==> src/rtl/opb_register_simulink2ppc_snap.sv <==
// OPB slave register that lets the PPC read a 32-bit word produced by fabric logic.
// The word is captured continuously or once per software arm, and a CTRL/STAT word is also readable.
module opb_register_simulink2ppc_snap #(
  parameter logic [31:0] C_BASEADDR   = 32'h0100_0300,
  parameter logic [31:0] C_HIGHADDR   = 32'h0100_03FF,
  parameter int          C_OPB_AWIDTH = 32,
  parameter int          C_OPB_DWIDTH = 32,
  parameter              C_FAMILY     = "virtex5"
) (
  input  logic                        OPB_Clk,
  input  logic                        OPB_Rst,
  input  logic [0:C_OPB_AWIDTH-1]     OPB_ABus,
  input  logic [0:C_OPB_DWIDTH/8-1]   OPB_BE,
  input  logic [0:C_OPB_DWIDTH-1]     OPB_DBus,
  input  logic                        OPB_RNW,
  input  logic                        OPB_select,
  input  logic                        OPB_seqAddr,
  output logic [0:C_OPB_DWIDTH-1]     Sl_DBus,
  output logic                        Sl_xferAck,
  output logic                        Sl_errAck,
  output logic                        Sl_retry,
  output logic                        Sl_toutSup,
  input  logic [31:0]                 user_data_in,
  input  logic                        user_valid_in
);

  typedef enum logic [1:0] {ST_IDLE, ST_ACK, ST_WAIT_DESEL} state_t;

  state_t      state_q, state_d;
  logic [31:0] dbus_q, dbus_d;
  logic        rnw_q, rnw_d;
  logic        is_data_q, is_data_d;
  logic        is_ctrl_q, is_ctrl_d;
  logic [31:0] data_q, data_d;
  logic        armed_q, armed_d;
  logic        cont_q, cont_d;
  logic        valid_q, valid_d;
  logic [15:0] cnt_q, cnt_d;

  // Bus bit [31-i] is register bit i, so positional assignment does the reversal.
  logic [31:0] abus, wdata;
  logic [3:0]  be;
  assign abus  = OPB_ABus;
  assign wdata = OPB_DBus;
  assign be    = OPB_BE;

  logic        hit;
  logic [5:0]  word_off;
  logic [31:0] stat_word, rd_word;
  logic        ack_cyc, rd_data_ack, wr_ctrl, capture;

  assign hit       = (abus >= C_BASEADDR) && (abus <= C_HIGHADDR);
  assign word_off  = abus[7:2] - C_BASEADDR[7:2];
  assign stat_word = {cnt_q, 13'b0, valid_q, cont_q, armed_q};
  assign rd_word   = (word_off == 6'd0) ? data_q :
                     (word_off == 6'd1) ? stat_word : 32'h0;

  assign ack_cyc     = (state_q == ST_ACK);
  assign rd_data_ack = ack_cyc && rnw_q && is_data_q;
  // Only byte lane 0 holds control bits; other lanes carry nothing writable.
  assign wr_ctrl     = ack_cyc && !rnw_q && is_ctrl_q && be[0];
  assign capture     = user_valid_in && (cont_q || armed_q);

  always_comb begin
    state_d   = state_q;
    dbus_d    = dbus_q;
    rnw_d     = rnw_q;
    is_data_d = is_data_q;
    is_ctrl_d = is_ctrl_q;
    data_d    = data_q;
    armed_d   = armed_q;
    cont_d    = cont_q;
    valid_d   = valid_q;
    cnt_d     = cnt_q;

    unique case (state_q)
      ST_IDLE: begin
        if (OPB_select && hit) begin
          state_d   = ST_ACK;
          rnw_d     = OPB_RNW;
          is_data_d = (word_off == 6'd0);
          is_ctrl_d = (word_off == 6'd1);
          dbus_d    = OPB_RNW ? rd_word : 32'h0;
        end
      end
      ST_ACK:        state_d = ST_WAIT_DESEL;
      ST_WAIT_DESEL: if (!OPB_select) state_d = ST_IDLE;
      default:       state_d = ST_IDLE;
    endcase

    // Order sets priority: clears lose to a capture; arm and count-clear writes win.
    if (rd_data_ack)            valid_d = 1'b0;
    if (wr_ctrl && wdata[2])    valid_d = 1'b0;
    if (capture) begin
      data_d  = user_data_in;
      valid_d = 1'b1;
      armed_d = 1'b0;
      cnt_d   = cnt_q + 16'd1;
    end
    if (wr_ctrl) begin
      if (wdata[0]) armed_d = 1'b1;
      cont_d = wdata[1];
      if (wdata[3]) cnt_d = 16'd0;
    end
  end

  always_ff @(posedge OPB_Clk) begin
    if (OPB_Rst) begin
      state_q   <= ST_IDLE;
      dbus_q    <= 32'h0;
      rnw_q     <= 1'b0;
      is_data_q <= 1'b0;
      is_ctrl_q <= 1'b0;
      data_q    <= 32'h0;
      armed_q   <= 1'b0;
      cont_q    <= 1'b0;
      valid_q   <= 1'b0;
      cnt_q     <= 16'd0;
    end else begin
      state_q   <= state_d;
      dbus_q    <= dbus_d;
      rnw_q     <= rnw_d;
      is_data_q <= is_data_d;
      is_ctrl_q <= is_ctrl_d;
      data_q    <= data_d;
      armed_q   <= armed_d;
      cont_q    <= cont_d;
      valid_q   <= valid_d;
      cnt_q     <= cnt_d;
    end
  end

  // Reset masks the ack immediately, even while the FSM still sits in ACK.
  assign Sl_xferAck = ack_cyc && !OPB_Rst;
  assign Sl_DBus    = Sl_xferAck ? dbus_q : 32'h0;
  assign Sl_errAck  = 1'b0;
  assign Sl_retry   = 1'b0;
  assign Sl_toutSup = 1'b0;

  logic unused_ok;
  assign unused_ok = ^{OPB_seqAddr, wdata[31:4], be[3:1], C_FAMILY};

endmodule

==> config.mk <==
export PLATFORM = sky130hd
export DESIGN_NAME = opb_register_simulink2ppc_snap
export DESIGN_NICKNAME = d
export VERILOG_FILES = /design/src/rtl/opb_register_simulink2ppc_snap.sv
export SDC_FILE = /design/constraint.sdc
export NUM_CORES = 1
export LEC_CHECK = 0
export CORE_ASPECT_RATIO = 0.8
export CORE_MARGIN = 2
export CORE_UTILIZATION = 49
export DETAILED_ROUTE_END_ITERATION = 8
export GPL_ROUTABILITY_DRIVEN = 0
export GPL_TIMING_DRIVEN = 0
export HOLD_SLACK_MARGIN = 0.08
export PLACE_DENSITY = 0.88
export SYNTH_ARGS = -nofsm -noshare
export SYNTH_HDL_FRONTEND = slang
export SYNTH_SLANG_ARGS = --single-unit
==> constraint.sdc <==
create_clock -name OPB_Clk -period 3.5 [get_ports OPB_Clk]
set_clock_uncertainty 0.2 [all_clocks]
set_input_delay 0.525 -clock OPB_Clk [delete_from_list [all_inputs] [get_ports OPB_Clk]]
set_output_delay 0.525 -clock OPB_Clk [all_outputs]
set_load 0.01 [all_outputs]
Yosys cells after proc, flatten, opt, wreduce, memory -nomap -nowiden
Index checks and enable logic that the tools add are counted.

Output and inout bits: 36. Register bits after elaboration: 88.

$add $sub $neg: 1. Reductions and logical operators: 18. Eq/ne operators: 5. $lt $le $gt $ge: 2. Multiplexer cells: 16.

Operator list (number): $mux W32 (4); $mux W16 (3); $ge A32 B25 Y1 const B (1); $le A32 B25 Y1 const B (1); $add A16 B1 Y16 const B (1); $logic_and A1 B1 Y1 (10); $eq A6 B1 Y1 const B (1); $logic_not A6 Y1 (1); $mux W1 (6); $pmux W2 S3 (1); $mux W2 (2); $ne A2 B2 Y1 const B (2); $reduce_and A2 Y1 (2); $reduce_bool A3 Y1 (1); $eq A2 B1 Y1 const B (1); $eq A2 B2 Y1 const B (1); $logic_not A1 Y1 (2); $logic_not A2 Y1 (1); $logic_or A1 B1 Y1 (1).

Logic depth before layout (Yosys ltp)
Depth after elaboration: 7. Gate-level depth with buffers: 6.

Least setup slack after synthesis
Ideal clock, no wire load.

Kind: input -> register. Start point: in user_valid_in. End point: reg cnt_q[15]. Arrival time: 1.860 ns. Buffers on the path: 1. Data required time: 3.230 ns. Path slack: 1.370 ns. Stages on the path: 5. Path through: o211ai_2 > or4_1 > buf_2 > or4_1 > a21oi_1.

Longest elaborated chain between the ends: 4.

Ends and longest elaborated chain: start: declaration (RTL line 24) `input logic user_valid_in`; $logic_and A1 B1 Y1 (*) (RTL line 62) `assign capture = user_valid_in && (cont_q || armed_q);`; $mux W16 (*) (RTL line 94) `if (capture) begin`; $mux W16 (RTL line 103) `if (wdata[3]) cnt_d = 16'd0;`; $mux W16 (*) (RTL line 100) `if (wr_ctrl) begin`; end signal: assignment (RTL line 129) `cnt_q <= cnt_d;`; end: declaration (RTL line 38) `logic [15:0] cnt_q, cnt_d;`.

Mark *: on every way between the ends. The rest lies on a longest branch, timed or not. A chain may end at the register's enable or synchronous reset.

Worst setup path in the final report
Start point: in OPB_Rst. End point: out Sl_DBus[11] (netlist name).

Longest elaborated chain between the ends: 3.

Ends and longest elaborated chain: start: declaration (RTL line 11) `input logic OPB_Rst,`; $logic_not A1 Y1 (RTL line 134) `assign Sl_xferAck = ack_cyc && !OPB_Rst;`; $logic_and A1 B1 Y1 (RTL line 134); $mux W32 (RTL line 135) `assign Sl_DBus = Sl_xferAck ? dbus_q : 32'h0;`; end: declaration (RTL line 18) `output logic [0:C_OPB_DWIDTH-1] Sl_DBus,`.

Every way passes these cells.

==> metrics.yaml <==
sta:
  setup_tns_ns: 0
  hold_ws_ns: 0.259
  slew_viol_final: 0
  clock.fmax_mhz: 316
  rsz0062_at_grt: "no"
  worstMarginPinSlew_ns: 0.613
  slew-limit-headroom_pct: 58.8
  finalSetupViolCount: 0
  hold_viol_final: 0
  fin_crit_sh_pct: 90.5
  setup_slack_ns: 0.331
  min_period_ns: 3.17
critical_path:
  critPathMaxFanout: 10
  path_common_cell: "clkdlybuf4s50_1"
  rrSetupSlack_ns: 1.13
  arrival_ns: 2.44
  worstPathCellList: "clkdlybuf4s50_1, nor2_1, clkbuf_1, and2_1, clkdlybuf4s50_1"
  cp.required_ns: 2.77
  start_kind: "input port"
  critPathMaxStageDelay_ns: 0.56
  end_kind: "output pin"
  cp_slowest_cell: "clkdlybuf4s50_1"
  crit_type: "input port to output pin"
place:
  preCtsSetupSlack_ns: 0.330
  dp_hpwl_mm: 7.79
  port_buffers: 104
final_layout:
  fillers: 625
  layout-drive-gt1-share_pct: 7.26
  antenna_cells: 0
  final_common_cell: "nand2_1"
  layout.nets: 694
  area_growth_pct: 34.5
  layout_common_cells: "nand2_1 (108), clkdlybuf4s50_1 (104), dfxtp_1 (88)"
global_route:
  grt_pass1_wl_mm: 16.8
  antenna_found_initial: 0
  grt_use_total_pct: 23.3
  grt_start_max_net_pins: 16
  grt_overflow: 0
  grt_pass1_vias: 3637
cts:
  clk_pin_slew_ns: 0.09
  worstSkewPairLatency_ns: 0.36
  cts_max_level: 3
  cts_root_buffer: "clkbuf_8"
  cts.repair.resized: 0
  cts_tree: "yes"
  cts_sinks: 88
  cts_made_buffers: 9
  clock_path_buffers: 2
  cts_setup_buffers: 0
  ctsHoldBuffers: 0
power:
  p_leak_nw: 1.76
  total_power_mw: 1.82
  p_per_area_nw_per_um2: 340
  vdd_drop_max_v: 0.000238
detailed_routing:
  drc_errors: 0
  routed_wl_mm: 10.2
  avgViaCountPerCell: 5.16
  first_iter_violations: 162
  detail-route-antenna-nets: 0
  vias: 3614
  wl_per_cell_um: 14.5
  firstDrtPassIters: 4
logic_synthesis:
  async_flop_share_pct: 0
  synth_cell_type_count: 36
  synth_ff_type: "dfxtp_1"
  synth_edf_count: 0
  avgSynthCellArea_um2: 8.49
  syn-cell-area_um2: 3990
  synth-seq-cells: 88
  ys_seq_area_share_pct: 44.2
  synthCells: 470
  yosysWarnings: 0
die:
  core_area_um2: 7910
  dieArea_um2: 8880
  dieHeight_um: 84.7
  num_io_pins: 142
  rows: 29
  initial_core_util_pct: 50.4
  die_x_um: 105
worst_hold_path:
  hold_class: "flop to flop"
run:
  max-cap-violations: 0
outcome:
  status: "finished, final reports clean"
[synthesized netlist by cell type, drive strengths merged (2+ instances only)]
cell type | instances | area [um2]
a21o | 2 | 15.0
a21oi | 42 | 210
and2 | 32 | 200
buf | 10 | 53.8
clkbuf | 21 | 78.8
dfxtp | 88 | 1760
inv | 2 | 7.51
mux2 | 19 | 214
mux2i | 34 | 340
nand2 | 108 | 405
nand2b | 34 | 213
nand3 | 4 | 20.0
nand4 | 5 | 31.3
nor2 | 18 | 67.6
nor2b | 2 | 12.5
nor3 | 3 | 15.0
nor4 | 7 | 43.8
nor4b | 3 | 26.3
o21ai | 6 | 30.0
o31ai | 3 | 22.5
or3 | 4 | 25.0
or4 | 4 | 30.0
xnor2 | 8 | 70.1
xor2 | 2 | 17.5
[metrics by stage]
stage	cells	utilization, %	area [um2]
after global routing	700	67.8	5370
final	700	67.8	5370
after CTS	700	67.8	5370
after global placement	684	65.4	5170
after detailed placement	684	65.4	5170
after floorplan	472	-	4000
[layout make-up]
type / count / area (um2) / area share (%)
clock inverter: 7 / 70.1 / 1.31
tap: 108 / 135 / 2.52
buffer: 31 / 133 / 2.47
clock buffer: 9 / 124 / 2.31
sequential: 88 / 1760 / 32.8
multi-input combinational: 351 / 2090 / 39.0
inverter: 2 / 7.51 / 0.140
timing repair buffer: 104 / 1040 / 19.4
[sequential cells by signal (all words and copies together), names as in the netlist]
| name | cells |
|---|---|
| armed_q | 1 |
| cnt_q | 16 |
| cont_q | 1 |
| data_q | 32 |
| dbus_q | 32 |
| is_ctrl_q | 1 |
| is_data_q | 1 |
| rnw_q | 1 |
| state_q | 2 |
| valid_q | 1 |
[cell families after synthesis]
kind of cell	Yosys count	synth area share (%)
AOI/OAI and AO/OA	57	7.90
xor gates and xnor gates	10	2.20
adders and majority gates	1	0.314
buffers and inverters	33	3.51
DFF	88	44.2
muxes	53	13.9
other	1	0.0940
and+or+nand+nor	227	27.9
[metal layers]
layer  GRT usage (%)  share of wire, %  wire, um  vias up
met4            7.03               1.6       166        0
met5               0                 0         0        -
met3            8.15               6.9       706       12
li1                -                 -         -     1798
met1            26.9                43      4400     1692
met2            41.0                48      4910      112
[critical path, delay by kind of cell]
| family | cells | cell delay, ns |
|---|---|---|
| buf+inv | 3 | 1.37 |
| simple gates | 2 | 0.55 |
[final timing paths]
| path | from | end | depth (start not counted) |
|---|---|---|---|
| setup reg to reg | state_q[0] | dbus_q[20] | 5 |
| setup / recovery | OPB_Rst | Sl_DBus[11] | 5 |
| hold reg to reg | data_q[8] | data_q[8] | 2 |
| hold / removal | data_q[8] | data_q[8] | 2 |
[where the power goes]
group,switching [mW],internal [mW]
Sequential,0.000000000925,1.00
Combinational,0.0405,0.0849
Clock,0.367,0.330
Total,0.408,1.41
(Power assumes the default switching activity.)
